===== config.mk =====
export PLATFORM = sky130hd
export DESIGN_NAME = riscv_reg_file
export DESIGN_NICKNAME = d
export VERILOG_FILES = /design/src/rtl/rv_core_pkg.sv /design/src/rtl/riscv_reg_file.sv
export SDC_FILE = /design/constraint.sdc
export NUM_CORES = 2
export LEC_CHECK = 0
export ABC_CLOCK_PERIOD_IN_PS = 109700
export CAP_MARGIN = 0
export CORE_UTILIZATION = 40
export DETAILED_ROUTE_END_ITERATION = 6
export SLEW_MARGIN = 20
export SYNTH_ARGS = -nofsm -noshare
export SYNTH_HDL_FRONTEND = slang
export SYNTH_SLANG_ARGS = --single-unit

===== constraint.sdc =====
create_clock -name clock -period 109.7 [get_ports clock]
set_input_delay 21.94 -clock clock [delete_from_list [all_inputs] [get_ports clock]]
set_output_delay 21.94 -clock clock [all_outputs]
set_load 0.01 [all_outputs]

===== src/rtl/rv_core_pkg.sv =====
// Shared constants and datapath types for the RV32 single-cycle core.
package rv_core_pkg;

    localparam int XLEN     = 32;
    localparam int NUM_REGS = 32;
    localparam int ADDR_W   = $clog2(NUM_REGS);

    typedef logic [XLEN-1:0]   word_t;
    typedef logic [ADDR_W-1:0] reg_idx_t;

    // Index of the hardwired-zero register.
    localparam reg_idx_t X0_IDX = '0;

endpackage


===== src/rtl/riscv_reg_file.sv =====
// Integer register file: 32 x XLEN, two combinational read ports, one
// synchronous write port. x0 is not stored and always reads as zero.
module riscv_reg_file #(
    parameter int XLEN     = rv_core_pkg::XLEN,
    parameter int NUM_REGS = rv_core_pkg::NUM_REGS,
    parameter int ADDR_W   = rv_core_pkg::ADDR_W
) (
    input  logic [ADDR_W-1:0] read_reg_num1,
    input  logic [ADDR_W-1:0] read_reg_num2,
    input  logic [ADDR_W-1:0] write_reg,
    input  logic [XLEN-1:0]   write_data,
    output logic [XLEN-1:0]   read_data1,
    output logic [XLEN-1:0]   read_data2,
    input  logic              regwrite,
    input  logic              clock,
    input  logic              reset
);

    // Storage for x1..x(NUM_REGS-1); x0 has no flops behind it.
    logic [XLEN-1:0]     r_regs [1:NUM_REGS-1];

    // One-hot write enable per stored register.
    logic [NUM_REGS-1:1] w_wr_en;

    logic                w_rd1_is_x0;
    logic                w_rd2_is_x0;

    // Decode rd into a per-entry enable; index 0 has no entry, so writes to x0
    // simply never match anything.
    genvar gi;
    generate
        for (gi = 1; gi < NUM_REGS; gi++) begin : g_wr_dec
            assign w_wr_en[gi] = regwrite && (write_reg == ADDR_W'(gi));
        end
    endgenerate

    // Asynchronous clear of every register, otherwise load the enabled entry.
    always_ff @(posedge clock or posedge reset) begin
        if (reset) begin
            for (int i = 1; i < NUM_REGS; i++) begin
                r_regs[i] <= '0;
            end
        end else begin
            for (int i = 1; i < NUM_REGS; i++) begin
                if (w_wr_en[i]) begin
                    r_regs[i] <= write_data;
                end
            end
        end
    end

    // Zero-latency reads with no write bypass; x0 reads as constant zero.
    assign w_rd1_is_x0 = (read_reg_num1 == '0);
    assign w_rd2_is_x0 = (read_reg_num2 == '0);
    assign read_data1  = w_rd1_is_x0 ? '0 : r_regs[read_reg_num1];
    assign read_data2  = w_rd2_is_x0 ? '0 : r_regs[read_reg_num2];

endmodule


==> flow_summary.json <==
{
  "yosysTopAreaCellShare_pct": 46.4,
  "fp-row-count": 133,
  "crit_slowest_cell": "buf_4",
  "fin_nets": 3721,
  "critPathKind": "primary input to primary output",
  "die-area_um2": 135000,
  "diodes": 0,
  "cts_resized": 0,
  "dp_hpwl_um": 88000,
  "drc_errors": 0,
  "grt_antenna_before_repair": 5,
  "syn2layout_area_growth_pct": 10.9,
  "setup_tns_ps": 0,
  "synth_area_um2": 53500,
  "rsz0062_at_grt": "false",
  "period_needed_ps": 48610,
  "core_area_um2": 132000,
  "crit_path_max_fanout": 80,
  "ff2ff_setup_slack_ps": 108880,
  "clkSinkCount": 992,
  "die-height_um": 368,
  "cts_buffers": 106,
  "routed_via_density": 6.26,
  "outcome": "finished clean",
  "globalRoute.totalOverflow": 0,
  "r2r_start": "r_regs[643]",
  "path_clk_slew_ps": 60,
  "syn_nets": 3836,
  "whs_ps": 520,
  "finish.utilization_pct": 44.9,
  "io_pins": 114,
  "startpoint_type": "primary input",
  "cts_max_level": 3,
  "clk_latency_ps": 710,
  "fill_cells": 11900,
  "cts_root_buf": "clkbuf_16",
  "regMostFlops": "r_regs",
  "r2r_cells": 1,
  "synth-seq-cells": 992,
  "routabilityCongestion": 0.776,
  "worstPathRequired_ps": 87760,
  "synthDistinctLibCells": 41,
  "holdPathStages": 1,
  "end_kind": "primary output",
  "synth_top_area_cell": "dfrtp_1",
  "place.port_buffers": 113,
  "hold_viol": 0,
  "top_regs": "r_regs x992",
  "powerDensity_nw_per_um2": 18.3,
  "finalCritPeriodShare_pct": 44.3,
  "dr.pass1.iters": 5,
  "worst_pin_slew_ps": 1190,
  "whs_endpoint": "r_regs[612]",
  "ys_warn_count": 0,
  "start_util_pct": 40.5,
  "seq_area_frac_synth_pct": 46.4,
  "drt-initial-drc-count": 3158,
  "postCtsSetupBuffers": 0,
  "setup_viol": 0,
  "r2r-end": "r_regs[643]",
  "cp.arrival_ps": 26670,
  "fmax_mhz": 20.6,
  "syn_area_per_cell_um2": 14.1,
  "slowest_delay_ps": 750,
  "vias": 34500,
  "grt_pass1_wl_um": 251000,
  "drive_gt1_share_pct": 46.5,
  "cts_tree": "yes",
  "cellLeakagePower_uw": 0.0255,
  "die_w_um": 368,
  "cts_buffer_depth": 3,
  "critPathMostFrequentCell": "buf_4",
  "drt_wl_total_um": 169000,
  "min_path_type": "flip-flop to flip-flop",
  "fin_skew_ps": 0,
  "ir_worst_vdd_mv": 0.0123,
  "ctsHoldBuffers": 0,
  "relSlewSlack_pct": 20.7,
  "ant_nets": 0,
  "finalPower_uw": 1090,
  "first_global_vias": 35200,
  "synthTopCellsByArea": "dfrtp_1 (46%), mux2_2 (22%), mux4_2 (17%), mux2i_1 (3.1%), nand2_1 (1.3%)",
  "wl_per_cell_um": 30.7,
  "largest_reg_flops": 992,
  "hold_start": "r_regs[612]",
  "path_cells": "buf_8 > buf_4 > buf_4 > buf_4 > mux4_2 > nor2_1 > a21oi_1 > a21oi_1 > o21ai_0 > clkdlybuf4s50_1",
  "slew_violations": 0,
  "synthCells": 3786,
  "grt_usage_pct": 25.1,
  "grt_max_degree": 159,
  "drv_cap": 0
}
==> critical path, delay by kind of cell <==
kind	cells	cell delay (ps)
AO/OA/AOI/OAI	3	850
multiplexers	1	340
buffers and inverters	5	3380
AND/OR/NAND/NOR	1	40
==> cells in the final DEF (no fill, tap or decap), drive strengths merged, types with 2 or more instances in the layout <==
cell type / synthesis / final
nor2: 72 / 72
mux2i: 164 / 164
a211o: 9 / 9
nand3: 36 / 36
o32a: 9 / 9
a21oi: 119 / 119
o211ai: 33 / 33
a22oi: 13 / 13
o221ai: 9 / 9
clkinvlp: 0 / 3
clkinv: 1 / 27
and2: 3 / 3
nand2: 180 / 180
nand2b: 8 / 8
mux4: 401 / 401
mux2: 1057 / 1057
a31oi: 8 / 8
inv: 10 / 15
a311oi: 16 / 16
a221oi: 62 / 62
o21ai: 32 / 32
nor2b: 66 / 66
nand4b: 3 / 3
dfrtp: 992 / 992
nor3b: 2 / 2
or3: 9 / 9
clkdlybuf4s50: 0 / 96
buf: 231 / 83
bufinv: 0 / 10
clkbuf: 172 / 150
nor3: 48 / 48
o22ai: 15 / 15
==> area by class of cell <==
| type | instances | area (um^2) | share of cell area, % |
|---|---|---|---|
| inverters | 11 | 51.3 | 0.0864 |
| multi-input cells | 2380 | 27000 | 45.5 |
| clock inverters | 44 | 515 | 0.869 |
| repair buffers | 180 | 1710 | 2.88 |
| well taps | 1755 | 2200 | 3.70 |
| clock buffers | 149 | 3060 | 5.15 |
| flip-flops and latches | 992 | 24800 | 41.8 |
==> kinds of logic (layout without fill, tap and decap cells) <==
logic type | Yosys count | in the layout | share of synthesized area (%)
buf+inv | 414 | 384 | 3.60
simple gates | 431 | 431 | 3.69
compound gates | 327 | 327 | 4.11
flops | 992 | 992 | 46.4
mux | 1622 | 1622 | 42.2
==> worst max-delay path by stage <==
stage	from	to	slack, ps	cells after the start
6_report	read_reg_num2[2]	read_data2[3]	61090	10
5_1_grt	read_reg_num2[2]	read_data2[9]	61000	10
4_1_cts	read_reg_num2[2]	read_data2[9]	61090	10
3_5_place_dp	read_reg_num2[2]	read_data2[9]	61080	10
3_3_place_gp	read_reg_num2[2]	read_data2[9]	61090	10
2_1_floorplan	reset	r_regs[0]	59850	1
==> cell usage after synthesis <==
cell type / instances
nand2b_1: 8
mux2_1: 11
a31oi_1: 8
clkbuf_1: 172
or3_1: 9
buf_2: 126
nand2_1: 180
inv_1: 10
mux2_2: 1046
buf_12: 2
a211o_1: 9
buf_1: 65
and2_1: 3
a311oi_1: 16
nor3_1: 48
buf_6: 10
nand3_1: 36
clkinv_1: 1
a221oi_1: 62
o31ai_2: 1
nor2_1: 72
buf_4: 28
o21ai_0: 32
mux4_2: 400
nand3b_1: 1
mux4_1: 1
or2_2: 1
nor3b_1: 2
and3_1: 1
nand4_1: 1
dfrtp_1: 992
mux2i_1: 164
a21oi_1: 119
a22oi_1: 13
a32oi_1: 1
o32a_1: 9
nand4b_1: 3
nor2b_1: 66
o221ai_1: 9
o22ai_1: 15
o211ai_1: 33
==> where the power goes <==
group | internal (uW) | leakage (uW) | switching [uW]
clock | 217 | 0.00177 | 157
combinational | 135 | 0.0110 | 90.3
sequential | 438 | 0.0127 | 52.1
total | 790 | 0.0255 | 299
==> routing by layer <==
| metal | up-vias | track usage, % | wire length (um) |
|---|---|---|---|
| li1 | 14200 | - | - |
| met1 | 18800 | 36.1 | 75000 |
| met2 | 1243 | 38.8 | 78500 |
| met3 | 263 | 4.30 | 10900 |
| met4 | 6 | 7.59 | 4700 |
| met5 | - | 0 | 35 |
==> stage by stage <==
stage	worst slack, ps	instance area [um^2]	instances
final	61090	59300	5511
after global routing	61000	59300	5511
after CTS	61090	59400	5511
after detailed placement	61080	55800	5318
after global placement	61090	55800	5318
after floorplan	59850	53500	3786
Note: power is estimated with default switching activity, not from simulation.
